===== config.mk =====
export PLATFORM = sky130hd
export DESIGN_NAME = la_split2
export DESIGN_NICKNAME = d
export VERILOG_FILES = /design/src/rtl/la_split2_pkg.sv /design/src/rtl/la_split2_slot.sv /design/src/rtl/la_split2.sv
export SDC_FILE = /design/constraint.sdc
export NUM_CORES = 1
export LEC_CHECK = 0
export CAP_MARGIN = 15
export CORE_AREA = 2 2 88 153
export DETAILED_ROUTE_END_ITERATION = 10
export DIE_AREA = 0 0 90 155
export GPL_ROUTABILITY_DRIVEN = 0
export HOLD_SLACK_MARGIN = 0.06
export PLACE_DENSITY = 0.73
export SLEW_MARGIN = 20
export SYNTH_ARGS = -nofsm -noshare
export SYNTH_HDL_FRONTEND = slang
export SYNTH_SLANG_ARGS = --single-unit
export TNS_END_PERCENT = 20

===== constraint.sdc =====
create_clock -name clk -period 2.9 [get_ports clk]
set_clock_uncertainty 0.2 [all_clocks]
set_input_delay 0.435 -clock clk [delete_from_list [all_inputs] [get_ports clk]]
set_output_delay 0.435 -clock clk [all_outputs]
set_load 0.02 [all_outputs]

===== src/rtl/la_split2_pkg.sv =====
// Shared types and constants for the la_split2 1-to-2 stream splitter.
package la_split2_pkg;

  typedef enum logic [1:0] {
    ST_EMPTY = 2'd0,
    ST_ONE   = 2'd1,
    ST_TWO   = 2'd2
  } buf_state_t;

  localparam logic SEL_A = 1'b0;
  localparam logic SEL_B = 1'b1;

endpackage


===== src/rtl/la_split2_slot.sv =====
// Two-entry elastic FIFO feeding one output of la_split2.
// Output data comes straight from the head slot register, so there is no input-to-output path.
module la_split2_slot
  import la_split2_pkg::*;
#(
  parameter int unsigned DW = 32
) (
  input  logic          clk,
  input  logic          reset,
  input  logic          push,
  input  logic [DW-1:0] push_data,
  output logic          full,
  output logic          valid,
  input  logic          ready,
  output logic [DW-1:0] data
);

  buf_state_t    state;
  logic          head;
  logic          tail;
  logic [DW-1:0] mem [2];
  logic          pop;
  logic          wr;

  assign valid = (state != ST_EMPTY);
  assign full  = (state == ST_TWO);
  assign pop   = valid & ready;
  // A push into a full buffer is dropped here as a safety net; the top already withholds in_ready.
  assign wr    = push & ~full;
  assign data  = mem[head];

  always_ff @(posedge clk) begin
    if (reset) begin
      state  <= ST_EMPTY;
      head   <= 1'b0;
      tail   <= 1'b0;
      mem[0] <= '0;
      mem[1] <= '0;
    end else begin
      if (wr) begin
        mem[tail] <= push_data;
        tail      <= ~tail;
      end
      if (pop) begin
        head <= ~head;
      end
      case (state)
        ST_EMPTY: if (wr) state <= ST_ONE;
        ST_ONE: begin
          if (wr && !pop)      state <= ST_TWO;
          else if (pop && !wr) state <= ST_EMPTY;
        end
        ST_TWO:   if (pop) state <= ST_ONE;
        default:  state <= ST_EMPTY;
      endcase
    end
  end

endmodule


===== src/rtl/la_split2.sv =====
// Registered 1-to-2 stream splitter: routes each input beat to A or B by in_sel.
// Optional broadcast (macro LA_SPLIT2_BROADCAST_EN) adds in_bcast to push one beat into both outputs.
module la_split2
  import la_split2_pkg::*;
#(
  parameter int unsigned DW   = 32,
  parameter string       PROP = "DEFAULT"
) (
  input  logic          clk,
  input  logic          reset,
`ifdef LA_SPLIT2_BROADCAST_EN
  input  logic          in_bcast,
`endif
  input  logic          in_valid,
  output logic          in_ready,
  input  logic [DW-1:0] in_data,
  input  logic          in_sel,
  output logic          a_valid,
  input  logic          a_ready,
  output logic [DW-1:0] a_data,
  output logic          b_valid,
  input  logic          b_ready,
  output logic [DW-1:0] b_data
);

  logic full_a;
  logic full_b;
  logic bcast;
  logic space;
  logic accept;
  logic push_a;
  logic push_b;

  // in_ready looks only at buffer fullness, never at the consumer ready inputs.
  always_comb begin
    bcast = 1'b0;
`ifdef LA_SPLIT2_BROADCAST_EN
    bcast = in_bcast;
`endif
    if (bcast)                space = ~full_a & ~full_b;
    else if (in_sel == SEL_B) space = ~full_b;
    else                      space = ~full_a;
    in_ready = ~reset & space;
    accept   = in_valid & in_ready;
    push_a   = accept & (bcast | (in_sel == SEL_A));
    push_b   = accept & (bcast | (in_sel == SEL_B));
  end

  la_split2_slot #(.DW(DW)) u_slot_a (
    .clk       (clk),
    .reset     (reset),
    .push      (push_a),
    .push_data (in_data),
    .full      (full_a),
    .valid     (a_valid),
    .ready     (a_ready),
    .data      (a_data)
  );

  la_split2_slot #(.DW(DW)) u_slot_b (
    .clk       (clk),
    .reset     (reset),
    .push      (push_b),
    .push_data (in_data),
    .full      (full_b),
    .valid     (b_valid),
    .ready     (b_ready),
    .data      (b_data)
  );

endmodule


==> reports/qor.yml, run 1 <==
status: "finished, final reports clean"
crit_fanout: 5
slowest_delay_ps: 700
design.core.area_um2: 12800
grt_pass1_wl_um: 19800
initial_antenna_violation_count: 0
globalRouteOverflowTotal: 0
worstHoldStart: "u_slot_b.head"
final_antenna_net_count: 0
clk_pin_slew_worst_paths_ps: 50
cp_num_buf_inv: 3
post_synth_instance_area_um2: 6110
mean_number_of_vias_per_cell: 5.07
report.power.total_mw: 4.79
nFillCells: 995
static-leakage-power_nw: 2.95
finish.cell_count_without_fillers: 703
path_class: "input pin to output port"
starting_density_of_the_core: 0.477
ioPinCount: 105
routed_wirelength_um: 12500
diodes: 0
grt_pass1_vias: 3912
detail_route.iter0.violations: 186
post_cts.resized_instances: 0
hold_viol_final: 0
avgSynthCellArea_um2: 15.2
post-route-min-period_ps: 2770
cp.required_ps: 2270
rr_endpoint: "u_slot_a.mem[0][14]"
critPathLaunchType: "input pin"
die_height_um: 155
max_clock_freq_mhz: 361
most-common-layout-cells: "128 x sky130_fd_sc_hd__edfxtp_1, 114 x sky130_fd_sc_hd__and2_1, 104 x sky130_fd_sc_hd__clkdlybuf4s50_1, 56 x sky130_fd_sc_hd__mux2_2, 17 x sky130_fd_sc_hd__clkbuf_16"
die_width_um: 90
vias: 3567
yosysWarningCount: 0
design.die.area_um2: 14000
yosysSeqAreaShare: 0.662
final-max-slew-violation-count: 0
crit_family: "buffers and inverters"
worst-r2r-setup-slack_ps: 780
post_cts_buffers: 0
fin_crit_sh: 0.954
crit_chain: "clkdlybuf4s50_1 -> inv_4 -> nor2_1 -> o21ba_2 -> clkdlybuf4s50_1"
postSynthRegisterBits: 138
std_cell_rows: 55
cts_max_level: 4
firstDrtPassIters: 4
grt_usage: 0.186
cts_root_buf: "sky130_fd_sc_hd__clkbuf_16"
hold_depth: 2
crit_slowest_cell: "sky130_fd_sc_hd__clkdlybuf4s50_1"
worstRegToRegCells: 3
syn-num-nets: 441
growth_of_design_area_from_synthesis_to_finish_pct: 29.8
cts.path.max_buffers: 2
clkSinkCount: 138
maximum_number_of_pins_on_one_net_before_global_route_repair: 33
routedWlPerCell_um: 17.8
detailedPlacementHpwl_um: 8270
cts_buffer_count: 17
post-route-util: 0.620
slew-limit-headroom: 0.443
hold_path_class: "flop to flop"
power_density_nw_per_um2: 605
worst_ir_drop_on_vdd_mv: 0.418
netlist-cell-type-count: 34
route.detailed.drc: 0
final_common_cell: "sky130_fd_sc_hd__edfxtp_1"
cap_viol_max_count: 0
timing.final.setup_violations: 0
critical_path.most_common_cell: "sky130_fd_sc_hd__clkdlybuf4s50_1"
gate_count_after_technology_mapping: 403
clock_insertion_delay_at_the_later_pin_of_the_skew_report_ps: 410
port_buffers: 104
post_route_cells_drive_above_1_share: 0.252
cp_data_arrival_time_ps: 2130
cts_tree: "built"
finalNetCount: 557
worst-slew-pin-transition_ps: 835
final.setup.tns_ps: 0
rr_startpoint: "u_slot_a.state[0]"
dp_cells: 671
postCtsHoldBufs: 0
rsz_0062_raised_after_global_routing: "false"
critical_path.endpoint_type: "output port"
[worst max path at each step]
| stage | cells past startpoint | startpoint | slack [ps] | to |
|---|---|---|---|---|
| floorplan | 4 | in_sel | 790 | u_slot_b.mem[0][0] |
| global placement | 5 | in_sel | 130 | in_ready |
| detailed placement | 5 | in_sel | 130 | in_ready |
| CTS | 5 | in_sel | 120 | in_ready |
| global route | 5 | in_sel | 70 | in_ready |
| finish | 5 | in_sel | 130 | in_ready |
[kinds of logic (layout without fill, tap and decap cells)]
group | count (synthesis) | in the layout | synth area share
and+or+nand+nor | 157 | 157 | 0.176
DFF | 138 | 138 | 0.662
muxes | 64 | 64 | 0.118
buffers and inverters | 27 | 156 | 0.0256
AOI/OAI and AO/OA | 15 | 15 | 0.0160
xor gates and xnor gates | 2 | 2 | 0.00287
[worst reg2reg max path: stages (launching register included)]
cell and delay, ps:
sky130_fd_sc_hd__dfxtp_1 470, sky130_fd_sc_hd__nor2b_4 110, sky130_fd_sc_hd__nor4_4 240, sky130_fd_sc_hd__or2_2 690
[layer usage]
| metal | share of wire | track usage | vias up | wire (um) |
|---|---|---|---|---|
| li1 | - | - | 1679 | - |
| met1 | 0.37 | 0.192 | 1777 | 4620 |
| met2 | 0.57 | 0.359 | 94 | 7210 |
| met3 | 0.036 | 0.0407 | 17 | 452 |
| met4 | 0.020 | 0.0777 | 0 | 256 |
| met5 | 0 | 0 | - | 0 |
[registers in the layout (all words and copies together), names as in the netlist, named ones only]
name,count
u_slot_a.state,2
u_slot_b.head,1
u_slot_a.mem,64
u_slot_a.head,1
u_slot_a.tail,1
u_slot_b.mem,64
u_slot_b.state,2
u_slot_b.tail,1
[synth_stat cells]
cell | count | area share
sky130_fd_sc_hd__a21oi_1 | 2 | 0.0016
sky130_fd_sc_hd__a221oi_1 | 2 | 0.0029
sky130_fd_sc_hd__a31o_2 | 2 | 0.0029
sky130_fd_sc_hd__a31oi_1 | 2 | 0.0020
sky130_fd_sc_hd__and2_1 | 114 | 0.12
sky130_fd_sc_hd__and2_2 | 14 | 0.017
sky130_fd_sc_hd__buf_2 | 6 | 0.0049
sky130_fd_sc_hd__buf_4 | 1 | 0.0012
sky130_fd_sc_hd__buf_6 | 4 | 0.0074
sky130_fd_sc_hd__clkbuf_1 | 3 | 0.0018
sky130_fd_sc_hd__clkbuf_2 | 9 | 0.0074
sky130_fd_sc_hd__dfxtp_1 | 10 | 0.033
sky130_fd_sc_hd__edfxtp_1 | 128 | 0.63
sky130_fd_sc_hd__inv_1 | 3 | 0.0018
sky130_fd_sc_hd__inv_4 | 1 | 0.0010
sky130_fd_sc_hd__mux2_1 | 8 | 0.015
sky130_fd_sc_hd__mux2_2 | 56 | 0.10
sky130_fd_sc_hd__nand2_1 | 1 | 0.00061
sky130_fd_sc_hd__nand2b_1 | 1 | 0.0010
sky130_fd_sc_hd__nand2b_4 | 1 | 0.0023
sky130_fd_sc_hd__nor2_1 | 6 | 0.0037
sky130_fd_sc_hd__nor2b_1 | 2 | 0.0020
sky130_fd_sc_hd__nor2b_4 | 2 | 0.0045
sky130_fd_sc_hd__nor3_1 | 2 | 0.0016
sky130_fd_sc_hd__nor3b_1 | 2 | 0.0025
sky130_fd_sc_hd__nor4_4 | 3 | 0.010
sky130_fd_sc_hd__nor4b_1 | 2 | 0.0029
sky130_fd_sc_hd__nor4b_4 | 1 | 0.0039
sky130_fd_sc_hd__o21ai_0 | 6 | 0.0049
sky130_fd_sc_hd__o21ba_2 | 1 | 0.0016
sky130_fd_sc_hd__or2_2 | 4 | 0.0041
sky130_fd_sc_hd__or3_1 | 1 | 0.0010
sky130_fd_sc_hd__or3_2 | 1 | 0.0012
sky130_fd_sc_hd__xor2_1 | 2 | 0.0029
[area by class of cell]
cell class,instances,area (um^2),share of cell area
inverter,4,17.5,0.00221
multi-input combinational,238,1910,0.241
clock buffer,18,429,0.0541
clock inverter,14,103,0.0129
sequential,138,4050,0.510
tap,171,214,0.0270
timing repair buffer,120,1210,0.153
[power by group]
part           switching (mW)  total (mW)  internal, mW
registers              0.0368        2.32          2.28
logic                   0.286       0.571         0.285
clock network           0.813        1.90          1.09
[metrics by stage]
step | instance area (um^2) | setup WS (ps) | hold slack, ps
3_5_place_dp | 7400 | 127 | 307
4_1_cts | 7930 | 122 | 322
5_1_grt | 7930 | 73.3 | 356
6_report | 7930 | 133 | 313
3_3_place_gp | 7400 | 133 | 287
2_1_floorplan | 6110 | 791 | 272
Power figures use the tool's default switching activity.
==> inputs of run 2 (changes only) <==
--- a/config.mk
+++ b/config.mk
@@ -12,7 +12,7 @@
 export GPL_ROUTABILITY_DRIVEN = 0
 export HOLD_SLACK_MARGIN = 0.06
 export PLACE_DENSITY = 0.73
-export SLEW_MARGIN = 20
+export SLEW_MARGIN = 25
 export SYNTH_ARGS = -nofsm -noshare
 export SYNTH_HDL_FRONTEND = slang
 export SYNTH_SLANG_ARGS = --single-unit
==> constraint.sdc (replaced) <==
create_clock -name clk -period 3 [get_ports clk]
set_clock_uncertainty 0.2 [all_clocks]
set_input_delay 0.45 -clock clk [delete_from_list [all_inputs] [get_ports clk]]
set_output_delay 0.45 -clock clk [all_outputs]
set_load 0.02 [all_outputs]
==> reports/qor.yml, run 2 (synthesis results as in run 1) <==
reg.largest.list: "u_slot_a.mem (64), u_slot_b.mem (64)"  # unchanged
cts_tree: "built"  # unchanged
starting_density_of_the_core: 0.477  # unchanged
clkSinkCount: 138  # unchanged
detailedPlacementHpwl_um: 8190  # was 8270 um
post-route-util: 0.624  # was 0.620
busiest_layer: "met2"  # unchanged
detail_route.iter0.violations: 206  # was 186
rr_startpoint: "u_slot_b.tail"  # was u_slot_a.state[0]
switching_power_total_mw: 1.10  # was 1.14 mW
status: "finished, final reports clean"  # unchanged
mean_number_of_vias_per_cell: 5.04  # was 5.07
grt_pass1_wl_um: 19700  # was 19,800 um
crit_family: "buffers and inverters"  # unchanged
hold_depth: 2  # unchanged
design.die.area_um2: 14000  # unchanged
worstHoldStart: "u_slot_b.head"  # unchanged
growth_of_design_area_from_synthesis_to_finish_pct: 30.7  # was 29.8%
hold_viol_final: 0  # unchanged
post-route-min-period_ps: 2750
worst_ir_drop_on_vdd_mv: 0.387  # was 0.418 mV
cp_data_arrival_time_ps: 2100  # was 2130 ps
route.detailed.drc: 0  # unchanged
clkPwrFrac: 0.429  # was 0.397
path_class: "flop to output port"  # was input pin to output port
clk_pin_slew_worst_paths_ps: 60  # was 50 ps
cts.path.max_buffers: 2  # unchanged
crit_slowest_cell: "sky130_fd_sc_hd__clkdlybuf4s50_1"  # unchanged
port_buffers: 104  # unchanged
max_clock_freq_mhz: 364
std_cell_rows: 55  # unchanged
worst-r2r-setup-slack_ps: 920  # was 780 ps
vias: 3536  # was 3,567
power.share.combinational: 0.113  # was 0.119
global_route.usage.met1: 0.197  # was 0.192
cp.depth: 3  # was 5
cts_root_buf: "sky130_fd_sc_hd__clkbuf_16"  # unchanged
cell_internal_pwr_mw: 3.79  # was 3.66 mW
final.setup.tns_ps: 0  # unchanged
routedWlPerCell_um: 17.8  # about the same
clock_insertion_delay_at_the_later_pin_of_the_skew_report_ps: 410  # about the same
diodes: 0  # unchanged
hold_path_class: "flop to flop"  # unchanged
slowest_delay_ps: 570  # was 700 ps
globalRouteOverflowTotal: 0  # unchanged
area.sequential_um2: 4050  # unchanged
grt_pass1_vias: 3768  # was 3,912
rr_endpoint: "u_slot_b.mem[1][0]"  # was u_slot_a.mem[0][14]
post_cts_buffers: 0  # unchanged
cap_viol_max_count: 0  # unchanged
nFillCells: 1018  # was 995
crit_fanout: 21  # was 5
worst-slew-pin-transition_ps: 847  # was 835 ps
critPathLaunchType: "flop"  # was input pin
dp_cells: 669  # was 671
power_density_nw_per_um2: 612  # was 605 nW/um^2
postCtsHoldBufs: 0  # unchanged
routed_wirelength_um: 12500  # about the same
rsz_0062_raised_after_global_routing: "false"  # unchanged
post_cts.resized_instances: 0  # unchanged
cp.required_ps: 2350  # was 2270 ps
grt_usage: 0.186  # about the same
worstRegToRegCells: 4  # was 3
switching_share: 0.225  # was 0.237
critical_path.endpoint_type: "output port"  # unchanged
timing.final.setup_violations: 0  # unchanged
cp_num_buf_inv: 2  # was 3
die_width_um: 90  # unchanged
multi_input_area_um2: 1910  # unchanged
cts_max_level: 4  # unchanged
crit_chain: "buf_12 -> mux2_2 -> clkdlybuf4s50_1"  # was clkdlybuf4s50_1 -> inv_4 -> nor2_1 -> o21ba_2 -> clkdlybuf4s50_1
finalNetCount: 555  # was 557
static-leakage-power_nw: 2.97  # was 2.95 nW
final-max-slew-violation-count: 0  # unchanged
firstDrtPassIters: 4  # unchanged
grt_util_met2: 0.351  # was 0.359
initial_antenna_violation_count: 0  # unchanged
maximum_number_of_pins_on_one_net_before_global_route_repair: 33  # unchanged
fin_ws_ps: 250  # was 133 ps
finish.cell_count_without_fillers: 701  # was 703
final_antenna_net_count: 0  # unchanged
globalRouteMet3Util: 0.0392  # was 0.0407
pre_cts_slack_ps: 326  # was 127 ps
design.core.area_um2: 12800  # unchanged
die_height_um: 155  # unchanged
slew-limit-headroom: 0.436  # was 0.443
hold_crit_endpoint: "u_slot_b.head"
most-common-layout-cells: "128 x sky130_fd_sc_hd__edfxtp_1, 114 x sky130_fd_sc_hd__and2_1, 104 x sky130_fd_sc_hd__clkdlybuf4s50_1, 56 x sky130_fd_sc_hd__mux2_2, 17 x sky130_fd_sc_hd__clkbuf_16"  # unchanged
post_route_cells_drive_above_1_share: 0.251  # was 0.252
fin_crit_sh: 0.917
final_common_cell: "sky130_fd_sc_hd__edfxtp_1"  # unchanged
power.sequential.fraction: 0.458  # was 0.484
cts_buffer_count: 17  # unchanged
ioPinCount: 105  # unchanged
==> run 2: cell types whose count changed in the layout (fill, tap and decap cells not counted), sizes merged <==
cell / previous run / this run
clkinv: 10 / 4
inv: 5 / 6
buf: 16 / 14
bufinv: 0 / 3
clkinvlp: 3 / 5
==> run 2: through the flow <==
step | area, um^2 | total power [mW] | hold slack [ps]
final | 7990 | 4.89 | 310
after detailed placement | 7380 | 2.84 | 302
after global routing | 7990 | 5.04 | 348
after floorplan | 6110 | 2.55 | 272
after global placement | 7380 | 2.82 | 288
after CTS | 7990 | 4.92 | 315
==> run 2: cell type report <==
class                           instances  area share
Timing Repair Buffer                  118       0.150
Clock inverter                         14      0.0216
Multi-Input combinational cell        238       0.239
Inverter                                4     0.00219
Sequential cell                       138       0.507
Tap cell                              171      0.0268
Clock buffer                           18      0.0537
==> run 2: metal layers <==
metal / vias to the layer above / part of all wire
met5: - / 0
met4: 0 / 0.023
met3: 16 / 0.029
met2: 90 / 0.57
met1: 1765 / 0.38
li1: 1665 / -
==> run 2: worst max path at each step <==
stage	endpoint	slack [ps]
after floorplan	u_slot_b.mem[0][0]	880
after global placement	in_ready	340
after detailed placement	in_ready	330
after CTS	a_data[2]	210
after global routing	a_data[2]	180
final	a_data[2]	250
==> run 2: power groups by stage <==
stage / logic (mW) / registers, mW / clock network [mW]
4_1_cts: 0.560 / 2.24 / 2.11
3_5_place_dp: 0.557 / 2.28 / 0
6_report: 0.551 / 2.24 / 2.10
5_1_grt: 0.585 / 2.25 / 2.20
3_3_place_gp: 0.548 / 2.27 / 0
2_1_floorplan: 0.291 / 2.26 / 0
==> run 2: worst reg2reg max path: stages, from the launching register on <==
cell and delay, ps:
sky130_fd_sc_hd__dfxtp_1 430, sky130_fd_sc_hd__inv_1 110, sky130_fd_sc_hd__nor4_4 700, sky130_fd_sc_hd__buf_4 330, sky130_fd_sc_hd__and2_2 170
